**config.mk**
```make
export PLATFORM = sky130hd
export DESIGN_NAME = note_sequencer
export DESIGN_NICKNAME = d
export VERILOG_FILES = /design/src/rtl/note_sequencer.sv
export SDC_FILE = /design/constraint.sdc
export NUM_CORES = 1
export LEC_CHECK = 0
export CORE_MARGIN = 2
export CORE_UTILIZATION = 45
export CTS_CLUSTER_DIAMETER = 200
export DETAILED_ROUTE_END_ITERATION = 8
export GPL_TIMING_DRIVEN = 0
export PLACE_DENSITY = 0.75
export SYNTH_ARGS = -nofsm -noshare
export SYNTH_HDL_FRONTEND = slang
export SYNTH_SLANG_ARGS = --single-unit
```
**constraint.sdc**
```tcl
create_clock -name clk -period 2.2 [get_ports clk]
set_input_delay 0.66 -clock clk [delete_from_list [all_inputs] [get_ports clk]]
set_output_delay 0.66 -clock clk [all_outputs]
set_load 0.01 [all_outputs]
```
**src/rtl/note_sequencer.sv**
```systemverilog
// Steps through an 8-note C4..C5 scale, producing a line-rate square wave per note
// with optional silent gaps. Timing is derived from the sync generator's line/frame strobes.
module note_sequencer #(
    parameter int FRAMES_PER_NOTE = 16,
    parameter int GAP_FRAMES      = 4,
    parameter int DIV_W           = 8
) (
    input  logic       clk,
    input  logic       rst_n,
    input  logic       i_enable,
    input  logic       i_line_tick,
    input  logic       i_frame_tick,
    output logic       o_sound,
    output logic [2:0] o_note_idx,
    output logic       o_playing,
    output logic       o_note_start
);

    localparam int FMAX = (FRAMES_PER_NOTE > GAP_FRAMES) ? FRAMES_PER_NOTE : GAP_FRAMES;
    localparam int FC_W = $clog2(FMAX + 1);
    localparam logic [FC_W-1:0] PLAY_LAST = FC_W'(FRAMES_PER_NOTE - 1);
    localparam logic [FC_W-1:0] GAP_LAST  = FC_W'((GAP_FRAMES > 0) ? (GAP_FRAMES - 1) : 0);

    typedef enum logic [1:0] {
        S_IDLE = 2'd0,
        S_PLAY = 2'd1,
        S_GAP  = 2'd2
    } state_t;

    // Half-period (minus one) in scan lines for each scale step.
    function automatic logic [DIV_W-1:0] note_div(input logic [2:0] idx);
        case (idx)
            3'd0:    note_div = DIV_W'(8'd60);
            3'd1:    note_div = DIV_W'(8'd54);
            3'd2:    note_div = DIV_W'(8'd48);
            3'd3:    note_div = DIV_W'(8'd45);
            3'd4:    note_div = DIV_W'(8'd40);
            3'd5:    note_div = DIV_W'(8'd36);
            3'd6:    note_div = DIV_W'(8'd32);
            3'd7:    note_div = DIV_W'(8'd30);
            default: note_div = DIV_W'(8'd60);
        endcase
    endfunction

    state_t            r_state;
    state_t            w_next_state;
    logic [FC_W-1:0]   r_frame_cnt,  w_frame_cnt_nx;
    logic [DIV_W-1:0]  r_line_cnt,   w_line_cnt_nx;
    logic              r_wave,       w_wave_nx;
    logic [2:0]        r_note_idx,   w_note_idx_nx;
    logic              r_sound,      w_sound_nx;
    logic              r_playing,    w_playing_nx;
    logic              r_note_start, w_note_start_nx;
    logic              w_play_end;
    logic              w_gap_end;
    logic              w_advance;
    logic              w_entry;
    logic [DIV_W-1:0]  w_div;

    assign w_div = note_div(r_note_idx);

    // State register.
    always_ff @(posedge clk or negedge rst_n) begin
        if (!rst_n) begin
            r_state <= S_IDLE;
        end else begin
            r_state <= w_next_state;
        end
    end

    // Next-state logic and note-boundary decode.
    always_comb begin
        w_play_end = (r_state == S_PLAY) && i_frame_tick && (r_frame_cnt == PLAY_LAST);
        w_gap_end  = (GAP_FRAMES > 0) && (r_state == S_GAP) && i_frame_tick &&
                     (r_frame_cnt == GAP_LAST);
        w_advance  = i_enable && ((w_play_end && (GAP_FRAMES == 0)) || w_gap_end);
        w_entry    = i_enable && ((r_state == S_IDLE) || w_advance);
        w_next_state = r_state;
        if (!i_enable) begin
            w_next_state = S_IDLE;
        end else begin
            case (r_state)
                S_IDLE: w_next_state = S_PLAY;
                S_PLAY: begin
                    if (w_play_end && (GAP_FRAMES > 0)) begin
                        w_next_state = S_GAP;
                    end else begin
                        w_next_state = S_PLAY;
                    end
                end
                S_GAP: begin
                    if (w_gap_end) begin
                        w_next_state = S_PLAY;
                    end else begin
                        w_next_state = S_GAP;
                    end
                end
                default: w_next_state = S_IDLE;
            endcase
        end
    end

    // Output / datapath next values; a note advance overrides a coincident wave update.
    always_comb begin
        w_frame_cnt_nx = r_frame_cnt;
        w_line_cnt_nx  = r_line_cnt;
        w_wave_nx      = r_wave;
        w_note_idx_nx  = r_note_idx;
        if ((w_next_state == S_IDLE) || (r_state == S_IDLE)) begin
            w_frame_cnt_nx = '0;
            w_line_cnt_nx  = '0;
            w_wave_nx      = 1'b0;
            w_note_idx_nx  = 3'd0;
        end else begin
            if (i_frame_tick) begin
                if (w_play_end || w_gap_end) begin
                    w_frame_cnt_nx = '0;
                end else begin
                    w_frame_cnt_nx = r_frame_cnt + FC_W'(1'b1);
                end
            end else begin
                w_frame_cnt_nx = r_frame_cnt;
            end
            if (w_advance) begin
                w_note_idx_nx = r_note_idx + 3'd1;
            end else begin
                w_note_idx_nx = r_note_idx;
            end
            if (w_advance || (w_next_state != S_PLAY)) begin
                w_line_cnt_nx = '0;
                w_wave_nx     = 1'b0;
            end else if (i_line_tick) begin
                if (r_line_cnt >= w_div) begin
                    w_line_cnt_nx = '0;
                    w_wave_nx     = ~r_wave;
                end else begin
                    w_line_cnt_nx = r_line_cnt + DIV_W'(1'b1);
                    w_wave_nx     = r_wave;
                end
            end else begin
                w_line_cnt_nx = r_line_cnt;
                w_wave_nx     = r_wave;
            end
        end
        w_playing_nx    = (w_next_state == S_PLAY);
        w_sound_nx      = w_wave_nx & w_playing_nx;
        w_note_start_nx = w_entry;
    end

    // Datapath and output registers.
    always_ff @(posedge clk or negedge rst_n) begin
        if (!rst_n) begin
            r_frame_cnt  <= '0;
            r_line_cnt   <= '0;
            r_wave       <= 1'b0;
            r_note_idx   <= 3'd0;
            r_sound      <= 1'b0;
            r_playing    <= 1'b0;
            r_note_start <= 1'b0;
        end else begin
            r_frame_cnt  <= w_frame_cnt_nx;
            r_line_cnt   <= w_line_cnt_nx;
            r_wave       <= w_wave_nx;
            r_note_idx   <= w_note_idx_nx;
            r_sound      <= w_sound_nx;
            r_playing    <= w_playing_nx;
            r_note_start <= w_note_start_nx;
        end
    end

    assign o_sound      = r_sound;
    assign o_note_idx   = r_note_idx;
    assign o_playing    = r_playing;
    assign o_note_start = r_note_start;

endmodule

```
==> run metrics <==
Leak Pwr=0.6926 nW; critical path class=flip-flop to flip-flop; Cell Count, Final, Fillers Out=182; Pins Over Slew Limit=0; pre-CTS setup slack=-0.2894 ns; Post-DP HPWL=roughly 1800 um; Final WS setup=0.009040 ns; cell count after placement=around 170; die width=about 57 um; CP max FO=6; clk_lat worst skew=0.32 ns; final hold violations=0; Sink Count=22; delay-heaviest family, CP=compound AO/OA/AOI/OAI gates; clk buf depth=2; Setup TNS Final=0 ns; first-pass GRT wire length=4153 um; gpl congestion=0.7803; CP cell instances=ha_4 -> inv_4 -> nor2_4 -> o21bai_4 -> ha_4 -> a2111oi_4 -> o21ai_2 -> a21oi_4 -> or3_4 -> a21oi_2; Worst Path Buf+Inv=1; largest stage delay on the critical path=0.48 ns; CTS tree=yes; initial antenna violation count=0; DP Area=1406 sq um; Critical Path RT=2.41 ns; worst-margin pin slew=1.004 ns; gr usage total=16.13%; DRT iter0 DRCs=32; total wire length=2734 um; fmax=456.4 MHz; DR vias/cell=around 5.7; status=finished, final reports clean; diode count=0; synth warn=0; CP most frequent cell=ha_4; TritonCTS Buffers=3; Mapped Area=1287 sq um; PD cells=403.0 nW/um^2; Tmin final=between 2 and 2.5 ns; VDD IR max=between 300 and 400 uV; number of iterations in the first detailed-routing pass=4; design area=about 1600 sq um; CP Capture Type=flip-flop; CP Launch Type=flip-flop; DRC Markers=0; Syn Area/Cell=9.608 sq um; core area=2734 sq um; Tot Pwr=0.0006550 W; antenna-violating nets left=0; max-cap viol count=0; vias in the first global route=970; hold_buf cts=0; worst rel slew slack=32.83%; crit share post-route=99.59%; share of cells above drive strength 1=23.18%; starting density of the core=between 40% and 50%; Port Buffers=8; fin nets=171; WL per Instance=15.02 um; crit path DAT=~2.4 ns; Netlist cell types=33; clk_skew=~0.0043 ns; clock-pin slew on the worst setup and hold paths=0.12 ns; Yosys reg bits=22; largest net degree at the start of global routing=23; cell count after synthesis=134; Multi-input gate area=approximately 830 sq um; Ports=11; Critical-path top delay cell=dfrtp_2; num rows=19; Vias=about 1,000; DIE HEIGHT=57.49 um; Hold Path Class=flip-flop to flip-flop; sequential fraction of the synthesis area=42.76%; area of the die=roughly 3300 sq um; # setup viols final=0; Max H-tree Level=1; register area=around 550 sq um; area delta synth->final=26.24%; root buffer cell=clkbuf_4; syn nets=152; GRT overflow=0; Fill cells=210
## area by class of cell
cell class / count / share of cell area (%)
buffer: 2 / 0.4619
clock buffer: 3 / 1.386
inverter: 10 / 2.463
multi-input combinational: 100 / 51.27
sequential: 22 / 34.10
tap: 31 / 2.386
timing repair buffer: 14 / 7.929
## flip-flops by register name (all words and copies together), names as in the netlist
register and cells:
r_frame_cnt 5, o_playing 1, r_line_cnt 8, o_sound 1, r_state 2, o_note_start 1
o_note_idx 3, r_wave 1
## per-stage QoR
stage	hold WS [ns]	utilization, %
2_1_floorplan	0.3644	-
3_3_place_gp	0.5198	51.44
3_5_place_dp	0.5197	51.44
4_1_cts	0.5440	53.41
5_1_grt	0.5693	59.45
6_report	0.5517	59.45
## power breakdown
part           switching [W]  leakage (nW)  internal, W
Sequential        0.00000455         0.296     0.000409
Combinational      0.0000349         0.383    0.0000183
Clock               0.000124        0.0138    0.0000644
## routing by layer
layer  share of wire, %  track usage, %  vias to the layer above
li1                   -               -                      512
met1                 42           20.52                      502
met2                 52           26.30                       25
met3                3.7           2.948                        5
met4                2.1           7.973                        0
met5                  0               0                        -
## cells in the mapped netlist
cell type	count	share of area, %
dfrtp_1	22	43
nor2_1	16	4.7
ha_1	13	13
a21oi_1	12	4.7
inv_1	10	2.9
nand2_1	8	2.3
nand3_1	6	2.3
nand4_1	4	1.9
xor2_1	4	2.7
a22oi_1	3	1.7
nand2b_1	3	1.5
nor2b_1	3	1.5
o21a_1	3	1.7
xnor2_1	3	2.0
a311oi_1	2	1.4
clkbuf_1	2	0.58
mux2i_1	2	1.6
o21ai_0	2	0.78
o21bai_1	2	1.2
a2111oi_0	1	0.68
a211oi_1	1	0.58
a211oi_4	1	1.6
a21o_1	1	0.58
a41oi_1	1	0.68
and2_1	1	0.49
and3_1	1	0.49
and3_2	1	0.58
and3_4	1	0.87
and4_1	1	0.68
nand3b_1	1	0.58
nor4_1	1	0.49
o21ai_1	1	0.39
or3_1	1	0.49
## what timing repair did
action / CTS / global route
buffers inserted: 2 / 4
resized for setup: 7 / 28
pin swaps: 0 / 8
hold endpoints to repair: 0 / 0
endpoints found under the setup margin: 9 / 9
## cell usage in the layout, fill, tap and decap left out, types with 5 or more instances in the layout
cell,n
nor2_1,14
inv_1,8
nand2_1,7
clkdlybuf4s50_1,8
dfrtp_1,19
a21oi_1,8
buf_4,5
nand3_1,5
ha_1,10
## logic make-up after synthesis
| logic type | Yosys count | share of synthesized area (%) |
|---|---|---|
| and+or+nand+nor | 48 | 18.86 |
| AOI/OAI and AO/OA | 30 | 15.94 |
| DFF | 22 | 42.76 |
| adders and majority gates | 13 | 12.63 |
| buffers and inverters | 12 | 3.499 |
| xor gates and xnor gates | 7 | 4.762 |
| muxes | 2 | 1.555 |
## path summary, 6_finish.rpt
check / from / end / slack [ns] / cells after the start
max: o_note_idx[1] / o_sound / 0.009 / 10
min: r_frame_cnt[3] / r_frame_cnt[3] / 0.55 / 1
max reg2reg: o_note_idx[1] / o_sound / 0.009 / 10
min reg2reg: r_frame_cnt[3] / r_frame_cnt[3] / 0.55 / 1
max in group asynchronous: rst_n / o_note_idx[1] / 0.65 / 1
min in group asynchronous: rst_n / r_line_cnt[7] / 0.88 / 1
(Power assumes the default switching activity.)
